## config.mk

```make
export PLATFORM = sky130hd
export DESIGN_NAME = dict_buffer
export DESIGN_NICKNAME = d
export VERILOG_FILES = /design/src/rtl/compress_pkg.sv /design/src/rtl/dict_shift_reg.sv /design/src/rtl/dict_buffer.sv
export SDC_FILE = /design/constraint.sdc
export NUM_CORES = 1
export LEC_CHECK = 0
export ABC_AREA = 1
export CORE_AREA = 2 2 233 235
export CTS_CLUSTER_DIAMETER = 120
export DETAILED_ROUTE_END_ITERATION = 8
export DIE_AREA = 0 0 235 237
export PLACE_DENSITY = 0.66
export SLEW_MARGIN = 20
export SYNTH_ARGS = -nofsm -noshare
export SYNTH_HDL_FRONTEND = slang
export SYNTH_HIERARCHICAL = 1
export SYNTH_SLANG_ARGS = --single-unit
```

## constraint.sdc

```tcl
create_clock -name i_clk -period 2.1 [get_ports i_clk]
set_clock_uncertainty 0.15 [all_clocks]
set_input_delay 0.315 -clock i_clk [delete_from_list [all_inputs] [get_ports i_clk]]
set_output_delay 0.315 -clock i_clk [all_outputs]
set_load 0.01 [all_outputs]
```

## src/rtl/compress_pkg.sv

```systemverilog
// compress_pkg: shared match-type encoding and dictionary geometry for the compressor
// stages (dictionary buffer, comparator array, encoder).
package compress_pkg;
    typedef enum logic [1:0] {
        NONE   = 2'b00,
        PART16 = 2'b01,
        PART24 = 2'b10,
        FULL   = 2'b11
    } match_type_t;

    localparam int DICT_WORD_DEFAULT  = 32;
    localparam int DICT_ENTRY_DEFAULT = 16;
endpackage

```

## src/rtl/dict_shift_reg.sv

```systemverilog
// dict_shift_reg: FIFO-replacement dictionary storage; insert pushes at entry 0 and
// drops the oldest entry, with a thermometer occupancy mask.
module dict_shift_reg
    import compress_pkg::*;
#(
    parameter int DICT_WORD  = DICT_WORD_DEFAULT,
    parameter int DICT_ENTRY = DICT_ENTRY_DEFAULT
) (
    input  logic                           clk,
    input  logic                           rst_n,
    input  logic                           clear,
    input  logic                           insert,
    input  logic [DICT_WORD-1:0]           din,
    output logic [DICT_WORD*DICT_ENTRY-1:0] dict,
    output logic [DICT_ENTRY-1:0]          valid
);
    always_ff @(posedge clk) begin
        if (!rst_n || clear) begin
            dict  <= '0;
            valid <= '0;
        end else if (insert) begin
            dict  <= {dict[DICT_WORD*(DICT_ENTRY-1)-1:0], din};
            valid <= {valid[DICT_ENTRY-2:0], 1'b1};
        end
    end
endmodule

```

## src/rtl/dict_buffer.sv

```systemverilog
// dict_buffer: holds the incoming word for the comparator array and inserts it into the
// dictionary when committed downstream, unless it fully matched or is zero.
module dict_buffer
    import compress_pkg::*;
#(
    parameter int DICT_WORD  = DICT_WORD_DEFAULT,
    parameter int DICT_ENTRY = DICT_ENTRY_DEFAULT,
    localparam int FILL_W    = $clog2(DICT_ENTRY) + 1
) (
    input  logic                            i_clk,
    input  logic                            i_rst_n,
    input  logic                            i_clear,
    input  logic                            i_valid,
    output logic                            o_ready,
    input  logic [DICT_WORD-1:0]            i_word,
    output logic [DICT_WORD-1:0]            o_word,
    output logic                            o_word_valid,
    input  logic [1:0]                      i_type_matched,
    input  logic                            i_out_ready,
    output logic [DICT_WORD*DICT_ENTRY-1:0] o_dict,
    output logic [DICT_ENTRY-1:0]           o_dict_valid,
    output logic [FILL_W-1:0]               o_fill
);
    logic commit, accept, insert;

    assign o_ready = !i_clear && (!o_word_valid || i_out_ready);
    assign commit  = o_word_valid && i_out_ready;
    assign accept  = i_valid && o_ready;
    // A clear in the same cycle as a commit suppresses the insertion.
    assign insert  = commit && !i_clear && match_type_t'(i_type_matched) != FULL && o_word != '0;

    always_ff @(posedge i_clk) begin
        if (!i_rst_n) begin
            o_word       <= '0;
            o_word_valid <= 1'b0;
        end else if (i_clear) begin
            o_word_valid <= 1'b0;
        end else if (accept) begin
            o_word       <= i_word;
            o_word_valid <= 1'b1;
        end else if (commit) begin
            o_word_valid <= 1'b0;
        end
    end

    always_ff @(posedge i_clk) begin
        if (!i_rst_n || i_clear)
            o_fill <= '0;
        else if (insert && o_fill != FILL_W'(DICT_ENTRY))
            o_fill <= o_fill + 1'b1;
    end

    dict_shift_reg #(
        .DICT_WORD (DICT_WORD),
        .DICT_ENTRY(DICT_ENTRY)
    ) u_shift (
        .clk   (i_clk),
        .rst_n (i_rst_n),
        .clear (i_clear),
        .insert(insert),
        .din   (o_word),
        .dict  (o_dict),
        .valid (o_dict_valid)
    );
endmodule

```

==> flow_summary.json, run 1 <==
{
  "status": "finished, final reports clean",
  "synth_area_leader_cell": "dfxtp_1",
  "place_inst": 3755,
  "routed_wl_mm": 78.0,
  "antenna_cells": 0,
  "via_per_inst": 5.06,
  "dieArea_um2": 55700,
  "fin_cells": 3877,
  "finish.instance_area_um2": 29900,
  "post-synth-top-area-fraction": 0.573,
  "hold_slack_ns": 0.172,
  "cts_tree": "built",
  "synth_most_common_cell": "nand2_1",
  "insertion_delay_ns": 0.60,
  "synth_mux_area_frac": 0,
  "vias": 19600,
  "clock-sinks": 566,
  "drc": 0,
  "cts-hold-fix-buffers": 0,
  "ys_ff_latch": 566,
  "dp_hpwl_mm": 54.8,
  "rsz0062_at_grt": "true",
  "wl_per_cell_um": 20.1,
  "numCtsBuffers": 56,
  "drive_gt1_frac": 0.111,
  "drtPass1Iterations": 6,
  "grt_pass1_wl_mm": 111,
  "slew_headroom": 0.700,
  "clkTransAtPathRegs_ns": 0.06,
  "synth.avg_cell_area_um2": 7.88,
  "dieWidth_um": 235,
  "cp_max_fo": 3,
  "startpoint_type": "flip-flop",
  "path_class": "reg -> out",
  "fill_cells": 4827,
  "clockBufferDepth": 3,
  "drt_first_iter_violations": 1655,
  "synth_xor_area_frac": 0,
  "core.rowCount": 85,
  "path_cells": "clkdlybuf4s50_1",
  "synth_adder_area_share": 0.00126,
  "route.antenna.remaining_nets": 0,
  "synthCells": 2511,
  "synth_area_leaders": "dfxtp_1, nand2_1, a21oi_1, buf_2, buf_4",
  "cp.depth": 1,
  "ir_drop_mv": 0.717,
  "finalCritPeriodShare": 0.980,
  "ys_warn_count": 6,
  "fin_util": 0.562,
  "cp_data_arrival_time_ns": 1.59,
  "grt_max_degree": 89,
  "grt-ovfl-total": 0,
  "root_buffer": "clkbuf_16",
  "design.portCount": 606,
  "synth_top_family_by_area": "simple AND/OR/NAND/NOR gates",
  "synth-simple-area-share": 0.217,
  "ys_seq_area_frac": 0.573,
  "antenna_found_initial": 0,
  "async_flop_share": 0,
  "worst_pin_slew_ns": 0.451,
  "yosys-top-cells-count": "nand2_1, dfxtp_1, a21oi_1",
  "synth_compound_area_frac": 0.150,
  "grt_pass1_vias": 18500,
  "clock.fmax_mhz": 486,
  "pwr_density_cell_nw_per_um2": 726,
  "r2r-start": "o_word[22]",
  "syn-num-nets": 2552,
  "critPathBufInv": 1,
  "slowest_stage": "clkdlybuf4s50_1",
  "crit_path_end_kind": "output pin",
  "syn-cell-area_um2": 19800,
  "drv_slew": 0,
  "ys_types": 22,
  "hold_start": "i_word[1]",
  "gp_congestion": 0.953,
  "synth-main-ff-cell": "dfxtp_1",
  "setup_violations": 0,
  "place_area_um2": 27100,
  "hold_viol": 0,
  "nets": 3181,
  "core_area_um2": 53300,
  "cap_violations": 0,
  "leakagePower_nw": 11.6,
  "h-tree-depth": 2,
  "initial_core_util": 0.371,
  "finalSetupTns_ns": 0,
  "die_h_um": 237,
  "io_buffers": 605,
  "required_ns": 1.63,
  "period_needed_ns": 2.06,
  "hold_depth": 3,
  "reg2reg_depth": 13,
  "grtUsageTotal": 0.254,
  "synth_edf_count": 0,
  "min_path_type": "in -> reg",
  "path_delay_family": "buffers and inverters",
  "cpPeakStageDelay_ns": 0.58,
  "crit_path_start": "u_shift/dict[94]",
  "syn2layout_area_growth_pct": 51.3,
  "seq_area_um2": 11400,
  "multi_input_area_um2": 7490
}
routing by layer:
metal  wire, um  global-route usage  part of all wire  up-vias
li1           -                   -                 -     9321
met1      29700               0.298              0.38     9315
met2      38100               0.433              0.49      857
met3       7720              0.0884             0.099      134
met4       2480              0.0834             0.032        0
met5          0                   0                 0        -
layout by cell type, fill, tap and decap left out, drive strengths merged:
master and n:
o21ai 24, dlygate4sd2 59, nand2 1092, clkinv 13, ha 2, nor2 27
a211oi 1, nor3 2, dlymetal6s2s 94, inv 35, nand3 13, clkbuf 96
bufinv 4, nand4 2, buf 138, dfxtp 566, clkdlybuf4s50 452, a21oi 561
final timing paths:
check                           slack, ns                end
worst max-delay path                 0.04         o_dict[94]
worst min register to register       0.31  u_shift/dict[503]
worst min-delay path                 0.17          o_word[1]
worst max register to register       0.06  u_shift/dict[177]
registers in the layout (all words and copies together), names as in the netlist:
name and cells:
o_fill 5, o_word 32, o_word_valid 1, u_shift/dict 512, u_shift/valid 16
final cells by class:
cell class              instances  area share
clock buffers                  85      0.0551
clock inverters                14     0.00631
inverters                      37     0.00593
multi-input cells            1724       0.250
flip-flops and latches        566       0.381
well taps                     696      0.0291
repair buffers                754       0.272
repair inverters                1     0.00100
per-stage QoR:
step | worst slack [ns] | power, mW
global placement | -0.286 | 11.8
floorplan | 0.209 | 11.4
finish | 0.0427 | 21.7
detailed placement | -0.310 | 11.8
global route | -0.0499 | 22.4
CTS | 0.0000575 | 21.9
report_power, final:
part           total [mW]  internal, mW  switching (mW)
combinational       0.853         0.363           0.491
sequential           10.8          10.8          0.0217
clock                10.1          5.88            4.21
total                21.7          17.0            4.72
kinds of logic (layout without fill, tap and decap cells):
| kind of cell | Yosys count | count (layout) |
|---|---|---|
| compound gates | 586 | 586 |
| fa+ha+maj | 2 | 2 |
| buf+inv | 221 | 891 |
| flops | 566 | 566 |
| simple gates | 1136 | 1136 |
timing repair:
| action | in CTS | in global routing |
|---|---|---|
| setup endpoints to repair | 390 | 508 |
| cloned | 2 | 14 |
| resized for setup | 114 | 180 |
| setup buffers | 0 | 7 |
Note: power is estimated with default switching activity, not from simulation.
==> inputs of run 2 (changes only) <==
--- a/config.mk
+++ b/config.mk
@@ -6,6 +6,7 @@
 export NUM_CORES = 1
 export LEC_CHECK = 0
 export ABC_AREA = 1
+export CAP_MARGIN = 20
 export CORE_AREA = 2 2 233 235
 export CTS_CLUSTER_DIAMETER = 120
 export DETAILED_ROUTE_END_ITERATION = 8
==> results of run 2 <==
No change in the layout: final DEF, timing and power equal those of run 1.
